==> config.mk <==
export PLATFORM = sky130hd
export DESIGN_NAME = mem_port_arbiter
export DESIGN_NICKNAME = d
export VERILOG_FILES = /design/src/rtl/mem_port_arbiter.sv
export SDC_FILE = /design/constraint.sdc
export NUM_CORES = 1
export LEC_CHECK = 0
export CAP_MARGIN = 30
export CELL_PAD_IN_SITES_DETAIL_PLACEMENT = 1
export CELL_PAD_IN_SITES_GLOBAL_PLACEMENT = 2
export CORE_ASPECT_RATIO = 0.75
export CORE_UTILIZATION = 34
export DETAILED_ROUTE_END_ITERATION = 8
export DONT_BUFFER_PORTS = 1
export GPL_ROUTABILITY_DRIVEN = 0
export GPL_TIMING_DRIVEN = 0
export PLACE_DENSITY_LB_ADDON = 0.1
export SLEW_MARGIN = 20
export SYNTH_ARGS = -nofsm -noshare
export SYNTH_HDL_FRONTEND = slang
export SYNTH_SLANG_ARGS = --single-unit
==> constraint.sdc <==
create_clock -name Clk -period 1.8 [get_ports Clk]
set_clock_uncertainty 0.1 [all_clocks]
set_input_delay 0.27 -clock Clk [delete_from_list [all_inputs] [get_ports Clk]]
set_output_delay 0.27 -clock Clk [all_outputs]
set_load 0.02 [all_outputs]
==> src/rtl/mem_port_arbiter.sv <==
// mem_port_arbiter
// Shares one single-ported memory between requester 0 (instruction fetch,
// read only) and requester 1 (data access). The winner gets a fixed-latency
// access of MEM_LAT cycles followed by a one-cycle Done pulse. Ties are
// broken round-robin against the last granted requester.
//
// Ports:
//   Clk    - clock, rising edge
//   Reset  - synchronous, active-high reset
//   Req0   - access request, requester 0
//   Req1   - access request, requester 1
//   Wr1    - requester 1 write qualifier, captured at grant
//   Sel    - shared-path mux select (0 = requester 0, 1 = requester 1)
//   Gnt0   - requester 0 owns the port
//   Gnt1   - requester 1 owns the port
//   Done0  - one-cycle completion pulse, requester 0
//   Done1  - one-cycle completion pulse, requester 1
//   MemEn  - memory enable
//   MemWr  - memory write enable
//   Busy   - arbiter not idle
//
// All outputs are registered. MEM_LAT must be 1..15 and 2**CNT_W > MEM_LAT.
module mem_port_arbiter #(
  parameter int unsigned MEM_LAT = 2,
  parameter int unsigned CNT_W   = 4
) (
  input  logic Clk,
  input  logic Reset,
  input  logic Req0,
  input  logic Req1,
  input  logic Wr1,
  output logic Sel,
  output logic Gnt0,
  output logic Gnt1,
  output logic Done0,
  output logic Done1,
  output logic MemEn,
  output logic MemWr,
  output logic Busy
);

  localparam logic [1:0] IDLE   = 2'd0;
  localparam logic [1:0] ACCESS = 2'd1;
  localparam logic [1:0] RESP   = 2'd2;

  localparam logic [CNT_W-1:0] CNT_LOAD = CNT_W'(MEM_LAT - 1);

  logic [1:0]       r_state;
  logic [CNT_W-1:0] r_cnt;
  logic             r_last;
  logic             r_sel;
  logic             r_gnt0;
  logic             r_gnt1;
  logic             r_done0;
  logic             r_done1;
  logic             r_mem_en;
  logic             r_mem_wr;
  logic             r_busy;

  logic [1:0]       w_state_d;
  logic [CNT_W-1:0] w_cnt_d;
  logic             w_last_d;
  logic             w_sel_d;
  logic             w_gnt0_d;
  logic             w_gnt1_d;
  logic             w_done0_d;
  logic             w_done1_d;
  logic             w_mem_en_d;
  logic             w_mem_wr_d;
  logic             w_busy_d;

  logic             w_any_req;
  logic             w_winner;

  // On a tie the requester that was not granted last time wins.
  assign w_any_req = Req0 | Req1;
  assign w_winner  = (Req0 & Req1) ? ~r_last : Req1;

  always_comb begin
    w_state_d  = r_state;
    w_cnt_d    = r_cnt;
    w_last_d   = r_last;
    w_sel_d    = r_sel;
    w_gnt0_d   = r_gnt0;
    w_gnt1_d   = r_gnt1;
    w_done0_d  = 1'b0;
    w_done1_d  = 1'b0;
    w_mem_en_d = r_mem_en;
    w_mem_wr_d = r_mem_wr;
    w_busy_d   = r_busy;

    case (r_state)
      IDLE: begin
        if (w_any_req) begin
          w_state_d  = ACCESS;
          w_sel_d    = w_winner;
          w_gnt0_d   = ~w_winner;
          w_gnt1_d   = w_winner;
          w_mem_en_d = 1'b1;
          w_mem_wr_d = w_winner & Wr1;
          w_cnt_d    = CNT_LOAD;
          w_last_d   = w_winner;
          w_busy_d   = 1'b1;
        end
      end
      ACCESS: begin
        if (r_cnt == '0) begin
          w_state_d  = RESP;
          w_gnt0_d   = 1'b0;
          w_gnt1_d   = 1'b0;
          w_mem_en_d = 1'b0;
          w_mem_wr_d = 1'b0;
          // Sel still names the owner of the finishing access.
          w_done0_d  = ~r_sel;
          w_done1_d  = r_sel;
        end else begin
          w_cnt_d = r_cnt - 1'b1;
        end
      end
      RESP: begin
        w_state_d = IDLE;
        w_busy_d  = 1'b0;
      end
      default: begin
        w_state_d  = IDLE;
        w_gnt0_d   = 1'b0;
        w_gnt1_d   = 1'b0;
        w_mem_en_d = 1'b0;
        w_mem_wr_d = 1'b0;
        w_busy_d   = 1'b0;
      end
    endcase
  end

  always_ff @(posedge Clk) begin
    if (Reset) begin
      r_state  <= IDLE;
      r_cnt    <= '0;
      r_last   <= 1'b1;
      r_sel    <= 1'b0;
      r_gnt0   <= 1'b0;
      r_gnt1   <= 1'b0;
      r_done0  <= 1'b0;
      r_done1  <= 1'b0;
      r_mem_en <= 1'b0;
      r_mem_wr <= 1'b0;
      r_busy   <= 1'b0;
    end else begin
      r_state  <= w_state_d;
      r_cnt    <= w_cnt_d;
      r_last   <= w_last_d;
      r_sel    <= w_sel_d;
      r_gnt0   <= w_gnt0_d;
      r_gnt1   <= w_gnt1_d;
      r_done0  <= w_done0_d;
      r_done1  <= w_done1_d;
      r_mem_en <= w_mem_en_d;
      r_mem_wr <= w_mem_wr_d;
      r_busy   <= w_busy_d;
    end
  end

  assign Sel   = r_sel;
  assign Gnt0  = r_gnt0;
  assign Gnt1  = r_gnt1;
  assign Done0 = r_done0;
  assign Done1 = r_done1;
  assign MemEn = r_mem_en;
  assign MemWr = r_mem_wr;
  assign Busy  = r_busy;

endmodule

Word-level counts from Yosys, hierarchy flattened
Cells that the tools add are included.
{"block": "word_totals", "register_bits": 15, "word_cells": 52, "output_inout_bits": 8}
{"block": "classes", "n_bitwise": 9, "mux": 17, "reduce_logical": 9, "n_addsub": 1, "eq_ne": 5}
{"operator": "1-bit case mux with 3 select lines", "count": 4}
{"operator": "4-bit 2-to-1 mux", "count": 2}
{"operator": "4-bit case mux with 2 select lines", "count": 1}
{"operator": "1-bit 2-to-1 mux", "count": 6}
{"operator": "2-bit != test (second input constant)", "count": 3}
{"operator": "1-bit inverter", "count": 6}
{"operator": "2-bit AND reduction", "count": 3}
{"operator": "3-bit AND reduction", "count": 2}
{"operator": "4-bit logical NOT", "count": 1}
{"operator": "2-bit 2-to-1 mux", "count": 2}
{"operator": "2-bit case mux with 2 select lines", "count": 1}
{"operator": "4-bit by 1-bit subtractor with 4-bit output (second input constant)", "count": 1}
{"operator": "3-bit OR reduction", "count": 1}
{"operator": "1-bit AND", "count": 2}
{"operator": "2-bit by 1-bit equality test with 1-bit output (second input constant)", "count": 1}
{"operator": "2-bit equality test (second input constant)", "count": 1}
{"operator": "2-bit logical NOT", "count": 1}
{"operator": "1-bit case mux with 2 select lines", "count": 1}
{"operator": "2-bit nonzero test", "count": 1}
{"operator": "1-bit OR", "count": 1}

Longest topological paths before layout
Gate-level depths: netlist (run 1).
{"block": "depth", "ltp_word": 5, "depth_mapped": 6}

Least setup slack after synthesis (run 1)
No wires, ideal clock.
{"block": "synth_path", "kind": "reg2reg", "startpoint": "register r_cnt[0]", "endpoint": "register r_cnt[0]", "t_arrival_ns": 1.375, "path_buffers": 1, "slack_ns": 0.251, "period_less_slack_ns": 1.549, "path_stages_with_launch": 7, "cell_sequence": "dfxtp_1 inv_1 ha_1 or3b_1 buf_2 a31o_2 a31oi_1"}
{"block": "synth_via", "elab_chain_cells": 3, "elab_cells_between_ends": 6, "cone_classes": "add/sub: 1; eq/ne: 1; mux: 2; reduce/logical: 2"}
{"element": "start: declaration", "line": "49", "rtl": "logic [CNT_W-1:0] r_cnt;"}
{"element": "start signal: assignment", "line": "150", "rtl": "r_cnt <= w_cnt_d;"}
{"element": "4-bit by 1-bit subtractor with 4-bit output or 4-bit logical NOT (tied branches)", "line": "117, 107"}
{"element": "4-bit 2-to-1 mux or 2-bit != test (tied branches)"}
{"element": "4-bit case mux with 2 select lines or 3-bit AND reduction (tied branches)"}
Parallel ways exist; a longest one is shown, timed or not. The select of a mux whose other input is x is not followed.
A chain may end at the register's enable or synchronous reset.

Worst setup path after layout (run 1)
{"block": "layout_path", "startpoint": "register r_cnt[1]", "endpoint": "register r_cnt[0]"}
{"block": "layout_via", "elab_chain_cells": 3}
{"element": "4-bit logical NOT", "line": "107", "rtl": "if (r_cnt == '0) begin"}
{"element": "2-bit != test (no source line)"}
{"element": "3-bit AND reduction (no source line)"}
Every way passes these cells.

==> results.md, run 1 <==
* Root Driver: clkbuf_4
* CTS Buf Count at 3
* Area growth syn-to-layout at 11.6%
* Clock latency on the worst-skew pair at between 0.2 and 0.3 ns
* Post-Place Cells at 96
* Vias in the first global route at 540
* Post-DRT Antenna Nets at 0
* Initial Util at 0.370
* Setup violators final at 0
* Max FO, Critical Path at 10
* Setup ws final at 0.159 ns
* Proportion of layout cells with a drive suffix above 1 at 0.152
* Yosys reg bits at 15
* Placement Cell Area at 677 sq um
* H-tree depth at 1
* Synth warn at 0
* Final #Nets at 87
* Final Hold Fails at 0
* Cell leakage power at 0.271 nW
* CTS tree: built
* Crit. End Element: register
* Critical Path, Cell by Cell: inv_1, ha_1, or3b_4, buf_4, a31o_2, a31oi_1
* Placement Setup Slack at 0.0624 ns
* Min-Delay Path Class: input pin to register
* Yosys cell types at 28
* Std-Cell Rows at 13
* Post-Route WL at 1500 microns
* Maximum clock rate at approximately 0.61 GHz
* Post-route minimum period at roughly 1.6 ns
* Post-synthesis sequential area ratio at 0.462
* Chip width at 52.5 microns
* Slew @ Worst Pin at approximately 0.47 ns
* Period utilization at 0.911
* Die H at approximately 40 microns
* Kind of critical path: register to register
* Data arrival time of the worst path at 1.75 ns
* Largest net degree at the start of global routing at 11
* Beginning of the worst hold path: Reset
* Cells after synthesis at 74
* First-pass GRT wire length at around 2500 microns
* Antenna cells at 0
* Port bufs at 0
* Grt ovf at 0
* Crit. Startpoint: r_cnt[1]
* GRT Util Overall at 0.177
* DR vias at 528
* Top delay family on crit path: simple AND/OR/NAND/NOR gates
* PwrDens at 1050 nW/um^2
* Slew Limit Fails at 0
* Boundary Pins at 13
* Design area at 724 sq um
* Worst path slowest cell: or3b_4
* Max_cap viols at 0
* RSZ-0062 raised after global routing: false
* Setup Buffers After CTS at 0
* Synth Cell Area at 649 sq um
* Clock buffer depth at 2
* Post-DP HPWL at 1110 microns
* CORE AREA at 1760 sq um
* Final Non-Filler Cells at roughly 100
* Die area at 2090 sq um
* Maximum VDD drop at 0.000716 V
* WP data required at 1.91 ns
* Setup TNS at 0 ns
* Outcome: finished clean
* # clock sinks at 15
* Reg-to-Reg Start: r_cnt[1]
* Reg clk slew, reported paths at approximately 0.080 ns
* Slew headroom at 0.688
* # DRC at 0
* Initial antenna violation count at 0
* DR pass1 iterations at 3
* DR vias/cell at 5.23
* CP bufs+invs at 2
* Syn avg cell area at 8.78 sq um
* WL per Instance at 14.9 microns
* Startpoint Class: register
* Initial DRC Count at 2
* Slowest cell delay on critical path at 0.39 ns
* Syn_nets at 81
stage by stage:
step	util	power (mW)	hold WS [ns]
finish	0.412	0.763	0.0323
global route	0.412	0.817	0.0256
CTS	0.407	0.758	0.0258
detailed placement	0.385	0.566	0.258
global placement	0.385	0.564	0.252
floorplan	-	0.524	0.244
registers in the layout (all words and copies together) (netlist names):
signal   cells
r_cnt        4
r_state      2
Busy         1
Done0        1
Done1        1
Gnt0         1
Gnt1         1
MemEn        1
MemWr        1
Sel          1
r_last       1
layer usage:
metal,up-vias,GRT usage,part of all wire
li1,275,-,-
met1,240,0.234,0.54
met2,11,0.263,0.41
met3,2,0.0853,0.043
met4,0,0.0197,0.0066
met5,-,0,0
power breakdown:
part / switching (mW) / internal [mW]
logic: 0.0947 / 0.0662
clock network: 0.110 / 0.0825
registers: 0.0462 / 0.364
synthesized netlist by cell type:
library cell,number,area [sq um]
o21ai_0,5,25.0
a21oi_1,6,30.0
or2_2,2,12.5
or4b_1,1,10.0
a21boi_0,1,7.51
dfxtp_1,15,300
nor4_1,1,6.26
inv_1,6,22.5
o21bai_1,1,7.51
ha_1,2,25.0
nand3b_1,1,7.51
nor2b_1,1,6.26
nor2_1,2,7.51
nand2_1,4,15.0
a31o_2,1,8.76
o32ai_1,1,8.76
and2_1,1,6.26
nor3_2,1,10.0
nand3_1,7,35.0
a22oi_1,1,7.51
or3_1,2,12.5
clkbuf_1,2,7.51
a31oi_1,4,25.0
a221o_1,1,10.0
nand4b_1,1,8.76
buf_2,1,5.00
or3b_1,1,8.76
nand2b_1,2,12.5
layout make-up:
cell class | instances | area [sq um]
well taps | 22 | 27.5
multi-input cells | 50 | 322
plain buffers | 3 | 15.0
flip-flops and latches | 15 | 300
clock buffers | 3 | 22.5
inverters | 6 | 22.5
fillers | 225 | 1030
repair buffers | 1 | 10.0
clock inverters | 1 | 5.00
cell families (layout without fill, tap and decap cells):
family / after synthesis / after routing / synth area share
AOI/OAI and AO/OA: 21 / 21 / 0.200
adders and majority gates: 2 / 2 / 0.0385
buffers and inverters: 9 / 14 / 0.0539
and+or+nand+nor: 27 / 27 / 0.245
DFF: 15 / 15 / 0.462
worst paths after layout:
kind	end	slack (ns)	cells after the start
setup / recovery	r_cnt[0]	0.16	6
hold / removal	r_cnt[0]	0.03	2
setup reg to reg	r_cnt[0]	0.16	6
hold reg to reg	r_cnt[0]	0.41	2
placed cells by master (no fill, tap or decap):
cell type	count
nor4_1	1
or2_2	2
ha_1	2
nor2b_1	1
o32ai_1	1
nand3_1	7
or3b_4	1
or4b_1	1
clkbuf_4	3
buf_4	1
a21oi_1	6
nand3b_1	1
clkbuf_1	2
nand2b_1	2
a31oi_1	4
clkinv_2	1
o21bai_1	1
a21boi_0	1
and2_1	1
a22oi_2	1
dlygate4sd3_1	1
o21ai_0	5
a31o_2	1
nand2_1	4
a221o_1	1
dfxtp_1	15
inv_2	1
or3_1	2
nor2_1	2
nor3_2	1
nand4b_1	1
inv_1	5
timing repair:
item | CTS | global route
hold buffers | 1 | 0
endpoints found under the hold margin | 1 | 0
gates resized for setup | 0 | 5
setup endpoints to repair | 0 | 3
Power figures use the tool's default switching activity.
==> inputs of run 2 (changes only) <==
--- a/config.mk
+++ b/config.mk
@@ -9,9 +9,8 @@
 export CELL_PAD_IN_SITES_DETAIL_PLACEMENT = 1
 export CELL_PAD_IN_SITES_GLOBAL_PLACEMENT = 2
 export CORE_ASPECT_RATIO = 0.75
-export CORE_UTILIZATION = 34
+export CORE_UTILIZATION = 28
 export DETAILED_ROUTE_END_ITERATION = 8
-export DONT_BUFFER_PORTS = 1
 export GPL_ROUTABILITY_DRIVEN = 0
 export GPL_TIMING_DRIVEN = 0
 export PLACE_DENSITY_LB_ADDON = 0.1
==> run 2 against run 1 <==
- the run now ends with design-rule violations left
- utilization decreased by 1.5 points
- cell count is 13% higher
- sequential cell count unchanged
- fmax shrank 3.7%
- largest power group unchanged
- highest routed layer unchanged
==> results.md, run 2 (same netlist as run 1, synthesis figures left out) <==
* Outcome: complete, but fails checks
* Failing checks: design-rule violations
* Placement Setup Slack at -0.0282 ns
* Data arrival time of the worst path at 1.83 ns
* Maximum clock rate at between 0.5 and 0.6 GHz
* Reg clk slew, reported paths at roughly 0.090 ns
* Setup ws final at 0.0960 ns
* Total Power at 0.810 mW
* Crit. End Element: register
* Slew Limit Fails at 0
* Post-DP HPWL at roughly 1200 microns
* Crit. Startpoint: r_cnt[0]
* Vias in the first global route at a little under 600
* Initial DRC Count at 10
* Port bufs at 12
* Slowest cell delay on critical path at slightly below 0.4 ns
* PwrDens at 969 nW/um^2
* H-tree depth at 1
* Final Non-Filler Cells at about 110
* Most frequent cells in the layout: 15 x dfxtp_1, 12 x clkdlybuf4s50_1, 7 x nand3_1, 6 x inv_1, 6 x a21oi_1
* Largest registers: r_cnt x4, r_state x2
* Setup Buffers After CTS at 0
* Root Driver: clkbuf_4
* Startpoint Class: register
* Post-route minimum period at 1.70 ns
* CTS tree: built
* # DRC at 1
* Setup TNS at 0 ns
* Clock latency on the worst-skew pair at 0.28 ns
* Setup violators final at 0
* Reg-to-Reg Start: r_cnt[0]
* Critical Path, Cell by Cell: inv_1, ha_1, or3b_4, buf_4, a31o_2, a31oi_1
* DR vias/cell at 5.13
* Min-Delay Path Class: register to register
* Maximum VDD drop at 0.000330 V
* Slew headroom at 0.696
* FF-to-FF End: r_cnt[0]
* Worst path slowest cell: or3b_4
* RSZ-0062 raised after global routing: false
* Antenna cells at 0
* Largest register FFs at 4
* Die area at 2520 sq um
* Grt ovf at 0
* Area growth syn-to-layout at 28.7%
* Largest reg by FF count: r_cnt
* Largest net degree at the start of global routing at 11
* Final Hold Fails at 0
* CORE AREA at 2100 sq um
* Kind of critical path: register to register
* GRT Util Overall at 0.147
* First-pass GRT wire length at roughly 2700 microns
* Max FO, Critical Path at 10
* Post-Place Cells at 110
* Cell leakage power at 0.309 nW
* Post-Route WL at approximately 1600 microns
* Chip width at between 50 and 60 microns
* Initial antenna violation count at 0
* Std-Cell Rows at 14
* Proportion of layout cells with a drive suffix above 1 at 0.111
* DR pass1 iterations at 7
* R2R Setup Slk at about 0.096 ns
* Crit path to: r_cnt[0]
* Initial Util at 0.309
* R2R depth at 6
* Max_cap viols at 0
* Commonest non-fill, non-tap cell in the layout: dfxtp_1
* DR vias at 585
* CTS Buf Count at 3
* Boundary Pins at 13
* Die H at approximately 44 microns
* Slew @ Worst Pin at 0.456 ns
* Period utilization at 0.947
* Final #Nets at 98
* Post-DRT Antenna Nets at 0
* # clock sinks at 15
* WL per Instance at 13.9 microns
* WP data required at 1.92 ns
* Clock buffer depth at 2
[run 2: final cells by class]
type / instances / area, sq um
fillers: 256 / 1270
flip-flops and latches: 15 / 300
plain buffers: 3 / 15.0
inverters: 6 / 22.5
clock buffers: 4 / 26.3
multi-input cells: 50 / 322
repair buffers: 12 / 120
well taps: 24 / 30.0
[run 2: how the worst min path moves through the flow]
| stage | from | endpoint | slack (ns) | cells after the start |
|---|---|---|---|---|
| 2_1_floorplan | Reset | r_state[1] | 0.24 | 1 |
| 3_3_place_gp | MemWr | MemWr | 0.36 | 2 |
| 3_5_place_dp | MemWr | MemWr | 0.36 | 2 |
| 4_1_cts | MemWr | MemWr | 0.37 | 2 |
| 5_1_grt | MemWr | MemWr | 0.40 | 2 |
| 6_report | MemWr | MemWr | 0.37 | 2 |
[run 2: repair_timing]
action / CTS / global route
endpoints found under the setup margin: 0 / 2
gates resized for setup: 0 / 4
hold buffers: 0 / 0
[run 2: metrics by stage]
step / utilization / area [sq um] / hold WS [ns]
2_1_floorplan: - / 649 / 0.244
3_3_place_gp: 0.380 / 800 / 0.356
3_5_place_dp: 0.380 / 800 / 0.361
4_1_cts: 0.393 / 826 / 0.375
5_1_grt: 0.398 / 836 / 0.395
6_report: 0.398 / 836 / 0.371
[run 2: worst max-delay path: cells and delay by family, from the launching register on]
family | cells | cell delay (ns)
compound gates | 2 | 0.35
buf+inv | 2 | 0.30
flops | 1 | 0.34
simple gates | 1 | 0.39
fa+ha+maj | 1 | 0.16
[run 2: layer usage]
metal	share of wire	up-vias	GRT usage	wire length, microns
met1	0.57	274	0.203	902
li1	-	298	-	-
met5	0	-	0	0
met3	0.033	2	0.0537	52
met2	0.39	11	0.214	621
met4	0.0082	0	0.0439	13
[run 2: where the power goes]
group,switching (mW),internal (mW)
clock,0.112,0.0861
sequential,0.0240,0.364
combinational,0.126,0.0981
total,0.262,0.548
==> inputs of run 3 (changes only) <==
--- a/config.mk
+++ b/config.mk
@@ -5,7 +5,6 @@
 export SDC_FILE = /design/constraint.sdc
 export NUM_CORES = 1
 export LEC_CHECK = 0
-export CAP_MARGIN = 30
 export CELL_PAD_IN_SITES_DETAIL_PLACEMENT = 1
 export CELL_PAD_IN_SITES_GLOBAL_PLACEMENT = 2
 export CORE_ASPECT_RATIO = 0.75
==> results of run 3 <==
No change in the layout: final DEF, timing and power equal those of run 2.
